**config.mk**
```make
export PLATFORM = sky130hd
export DESIGN_NAME = mtr_drv_pwm
export DESIGN_NICKNAME = d
export VERILOG_FILES = /design/src/rtl/mtr_drv_pwm.sv
export SDC_FILE = /design/constraint.sdc
export NUM_CORES = 1
export LEC_CHECK = 0
export CORE_MARGIN = 2
export CORE_UTILIZATION = 55
export CTS_BUF_LIST = sky130_fd_sc_hd__clkbuf_8 sky130_fd_sc_hd__clkbuf_16
export CTS_CLUSTER_SIZE = 12
export DETAILED_ROUTE_END_ITERATION = 8
export MAX_ROUTING_LAYER = met4
export PLACE_DENSITY = 0.79
export SLEW_MARGIN = 25
export SYNTH_ARGS = -nofsm -noshare
export SYNTH_HDL_FRONTEND = slang
export SYNTH_SLANG_ARGS = --single-unit
```
**constraint.sdc**
```tcl
create_clock -name clk -period 3.4 [get_ports clk]
set_input_delay 0.68 -clock clk [delete_from_list [all_inputs] [get_ports clk]]
set_output_delay 0.68 -clock clk [all_outputs]
set_load 0.005 [all_outputs]
```
**src/rtl/mtr_drv_pwm.sv**
```systemverilog
// mtr_drv_pwm: dual-channel complementary half-bridge PWM driver.
// The left and right channels share one 11-bit carrier. The signed speed inputs
// become offset-binary duty values that are latched once per period. Each
// channel has a retriggerable dead-time stage. It guarantees that the high-side
// gate and the low-side gate of a bridge are never on together.
module mtr_drv_pwm #(
    parameter int unsigned NONOVERLAP = 32
) (
    input  logic               clk,
    input  logic               rst_n,
    input  logic signed [10:0] lft_spd,
    input  logic signed [10:0] rght_spd,
    output logic               lftPWM1,
    output logic               lftPWM2,
    output logic               rghtPWM1,
    output logic               rghtPWM2,
    output logic               pwm_sync
);

    localparam int unsigned CH        = 2;
    localparam int unsigned IDX_LFT   = 0;
    localparam int unsigned IDX_RGHT  = 1;
    localparam logic [10:0] CNT_LAST  = 11'h7FF;
    localparam logic [10:0] CNT_PRE   = 11'h7FE;
    localparam logic [10:0] DUTY_ZERO = 11'h400;
    localparam logic [7:0]  DEAD_LOAD = 8'(NONOVERLAP - 1);

    // Shared carrier.
    logic [10:0] cnt;

    // Per-channel duty path.
    logic [10:0] spd_duty [CH];
    logic [10:0] duty_q   [CH];

    // Per-channel dead-time path.
    logic [CH-1:0] pwm_sig;
    logic [CH-1:0] sig_q;
    logic [CH-1:0] pwm1_q;
    logic [CH-1:0] pwm2_q;
    logic [7:0]    dead_cnt [CH];

    // Offset-binary conversion (spd + 0x400 == MSB inversion) and carrier compare.
    always_comb begin
        spd_duty[IDX_LFT]  = {~lft_spd[10],  lft_spd[9:0]};
        spd_duty[IDX_RGHT] = {~rght_spd[10], rght_spd[9:0]};
        pwm_sig = '0;
        for (int unsigned i = 0; i < CH; i++) begin
            pwm_sig[i] = (cnt < duty_q[i]);
        end
    end

    // Free-running carrier. pwm_sync is registered one count early so that it
    // is high exactly during the cnt == 7FF cycle.
    always_ff @(posedge clk or negedge rst_n) begin
        if (!rst_n) begin
            cnt      <= '0;
            pwm_sync <= 1'b0;
        end else begin
            cnt      <= cnt + 11'd1;
            pwm_sync <= (cnt == CNT_PRE);
        end
    end

    // Duty is latched only in the last count of the period and applies from cnt == 000.
    always_ff @(posedge clk or negedge rst_n) begin
        if (!rst_n) begin
            for (int unsigned i = 0; i < CH; i++) begin
                duty_q[i] <= DUTY_ZERO;
            end
        end else if (cnt == CNT_LAST) begin
            for (int unsigned i = 0; i < CH; i++) begin
                duty_q[i] <= spd_duty[i];
            end
        end
    end

    // Dead-time insertion. Any pwm_sig edge reloads the counter and forces both
    // gates low. The gates follow pwm_sig again only after the count expires
    // with no further edge. sig_q resets to 1 because pwm_sig is 1 out of reset
    // (cnt 0 < duty 400). This makes the reset-loaded dead-time the only
    // blanking after release, so release gives exactly NONOVERLAP low cycles.
    always_ff @(posedge clk or negedge rst_n) begin
        if (!rst_n) begin
            sig_q  <= '1;
            pwm1_q <= '0;
            pwm2_q <= '0;
            for (int unsigned i = 0; i < CH; i++) begin
                dead_cnt[i] <= DEAD_LOAD;
            end
        end else begin
            sig_q <= pwm_sig;
            for (int unsigned i = 0; i < CH; i++) begin
                if (pwm_sig[i] != sig_q[i]) begin
                    dead_cnt[i] <= DEAD_LOAD;
                    pwm1_q[i]   <= 1'b0;
                    pwm2_q[i]   <= 1'b0;
                end else if (dead_cnt[i] != 8'd0) begin
                    dead_cnt[i] <= dead_cnt[i] - 8'd1;
                    pwm1_q[i]   <= 1'b0;
                    pwm2_q[i]   <= 1'b0;
                end else begin
                    pwm1_q[i]   <= pwm_sig[i];
                    pwm2_q[i]   <= ~pwm_sig[i];
                end
            end
        end
    end

    // Gate outputs come directly from the registers.
    always_comb begin
        lftPWM1  = pwm1_q[IDX_LFT];
        lftPWM2  = pwm2_q[IDX_LFT];
        rghtPWM1 = pwm1_q[IDX_RGHT];
        rghtPWM2 = pwm2_q[IDX_RGHT];
    end

endmodule

```
==> metrics.csv <==
stage;metric;value;unit
layout;layoutNonFillerInstCount;368;
clocking;clk_pin_slew_worst_paths;100;ps
die;start_util;0.572;
logic_synthesis;synth_common_cells;dfrtp_1 (42), inv_1 (29), ha_1 (26);
clocking;clock_sinks;56;
clocking;cts_htree_levels;2;
sta;min_period;2300;ps
global_route;grtUsageTotal;0.196;
clocking;clk_latency;310;ps
layout;fill_cells;409;
global_route;antenna_found_initial;0;
global_route;grt_overflow_total;0;
setup_path;worstPathMaxFanout;8;
clocking;clockRootBuffer;clkbuf_8;
power_and_ir_drop;powerDensity;348;nW/µm²
worst_hold_path;hp-class;input pin to async pin;
drt;drt_iter0_drc;56;
drt;met2_length;2.41;mm
clocking;cts_setup_buffers;0;
die;die_w;76.9;µm
placement;numPortBuffers;28;
sta;setup_tns;0;ps
logic_synthesis;synth_cell_type_count;42;
layout;n_antenna_cell;0;
logic_synthesis;ys_warn_count;0;
die;die-area;5910;µm²
drt;wl_met3;119;µm
global_route;grt_pass1_vias;1954;
logic_synthesis;ys_ff_latch;56;
sta;hold_ws;371;ps
power_and_ir_drop;ir_drop;0.000226;V
setup_path;path_class;flop to flop;
drt;via_per_inst;5.33;
drt;top_layer;met4;
logic_synthesis;synth_edf_count;0;
drt;wl;5.04;mm
logic_synthesis;yosys-top-cells-area;dfrtp_1 (36%), dfstp_2 (13%), ha_1 (11%);
drt;drcViolationCount;0;
clocking;cts-resized-gates;0;
global_route;grt_pass1_wl;9.09;mm
layout;area.growth.synth_to_final;16.0;%
run_status;outcome;completed;
sta;tightest_slew;615;ps
logic_synthesis;synth_top_area_share;0.360;
drt;wl_per_cell;13.7;µm
placement;post-place-ws;1100;ps
logic_synthesis;postSynthAreaPerCell;11.1;µm²
sta;slew_headroom;0.590;
die;core-area;5110;µm²
logic_synthesis;synth_area;2920;µm²
die;die_y;76.9;µm
setup_path;endpoint_kind;flop;
sta;report.final.slew_viol_count;0;
logic_synthesis;synthArstFlopShare;1.00;
sta;rsz0062_at_grt;no;
power_and_ir_drop;p_leak;1.68;nW
clocking;cts_tree;yes;
logic_synthesis;synth_fp_nets;314;
placement;placed_cells;360;
setup_path;critPathLaunchType;flop;
die;rows;26;
sta;setup_ws;1100;ps
sta;setup_violations;0;
logic_synthesis;synthFlopType;dfrtp_1;
clocking;clockBufferDepth;2;
layout;drive_above_1_share;0.178;
die;io_pins;29;
drt;route.vias.total;1962;
setup_path;crit_required;3630;ps
clocking;cts_inserted_buffers;5;
drt;ant_nets;0;
placement;routabilityCongestion;0.853;
logic_synthesis;yosysMostFrequentCell;dfrtp_1;
logic_synthesis;seq_area_frac_synth;0.486;
layout;final_util;0.663;
sta;fin_crit_sh;0.676;
drt;dr.pass1.iters;4;
flow_run;maxCapViolCount;0;
logic_synthesis;synth_top_cell_by_area;dfrtp_1;
clocking;postCtsHoldBufs;0;
sta;fin_worst_skew;7.24;ps
global_route;grt_max_degree;30;
logic_synthesis;syn_inst;264;
drt;wl_met1;2.43;mm
layout;layout.nets;347;
sta;timing.fmax;435;MHz
placement;hpwl;3.70;mm
setup_path;crit_arrival;2530;ps
sta;finalHoldViolCount;0;
## flip-flops by register name, summed over array words and instances, names as in the netlist
register,count
cnt,11
dead_cnt,16
duty_q,22
pwm1_q,2
pwm2_q,2
pwm_sync,1
sig_q,2
## worst paths after layout
| path | from | endpoint | slack, ps | cells past startpoint |
|---|---|---|---|---|
| min in group clk | duty_q[21] | duty_q[21] | 490 | 2 |
| max in group asynchronous | rst_n | sig_q[1] | 2190 | 2 |
| setup / recovery | duty_q[21] | dead_cnt[10] | 1100 | 7 |
| hold / removal | rst_n | dead_cnt[15] | 370 | 1 |
| setup reg to reg | duty_q[21] | dead_cnt[10] | 1100 | 7 |
| hold reg to reg | duty_q[21] | duty_q[21] | 490 | 2 |
## layout by cell type, fill, tap and decap left out, types with 6 or more instances in the layout
cell type,count
mux2_2,21
a21oi_1,8
nand2_1,19
o21ai_0,6
inv_1,30
ha_1,26
nand3_1,9
nor2_1,11
dfrtp_1,42
clkdlybuf4s50_1,27
and3_1,6
xnor2_1,12
dfstp_2,14
## cell type report
class | count | area, µm² | area share
sequential | 56 | 1420 | 0.419
multi-input combinational | 175 | 1380 | 0.406
timing repair buffer | 30 | 290 | 0.0857
inverter | 29 | 109 | 0.0321
tap | 70 | 87.6 | 0.0258
clock buffer | 5 | 68.8 | 0.0203
clock inverter | 3 | 38.8 | 0.0114
## logic make-up (layout without fill, tap and decap cells)
group / count (synthesis) / after routing / share of synthesized area
compound gates: 34 / 34 / 0.0861
xor+xnor: 14 / 14 / 0.0420
fa+ha+maj: 26 / 26 / 0.111
buf+inv: 33 / 67 / 0.0433
flops: 56 / 56 / 0.486
mux: 21 / 21 / 0.0810
simple gates: 80 / 80 / 0.150
## power by group
group	leakage, nW	total (W)	switching [W]	internal (W)
logic	0.963	0.0000707	0.0000305	0.0000401
clock network	0.0593	0.000426	0.000210	0.000216
registers	0.661	0.000684	0.00000592	0.000679
## worst max-delay path, stage by stage (launching register included)
cell and delay [ps]:
dfstp_2 540, inv_1 40, ha_1 300, a21oi_1 170, o21a_1 210, o41ai_4 120
o21a_1 300, or4_1 540
## metal layers
metal / track usage / vias to the layer above
li1: - / 990
met1: 0.271 / 938
met2: 0.300 / 26
met3: 0.0329 / 8
met5: - / -
met4: 0.0600 / 0
## stage by stage
step / cell area, µm² / power, W
finish: 3390 / 0.00118
CTS: 3390 / 0.00120
global placement: 3280 / 0.000766
detailed placement: 3280 / 0.000769
floorplan: 2920 / 0.000722
global route: 3390 / 0.00123
Note: power is estimated with default switching activity, not from simulation.
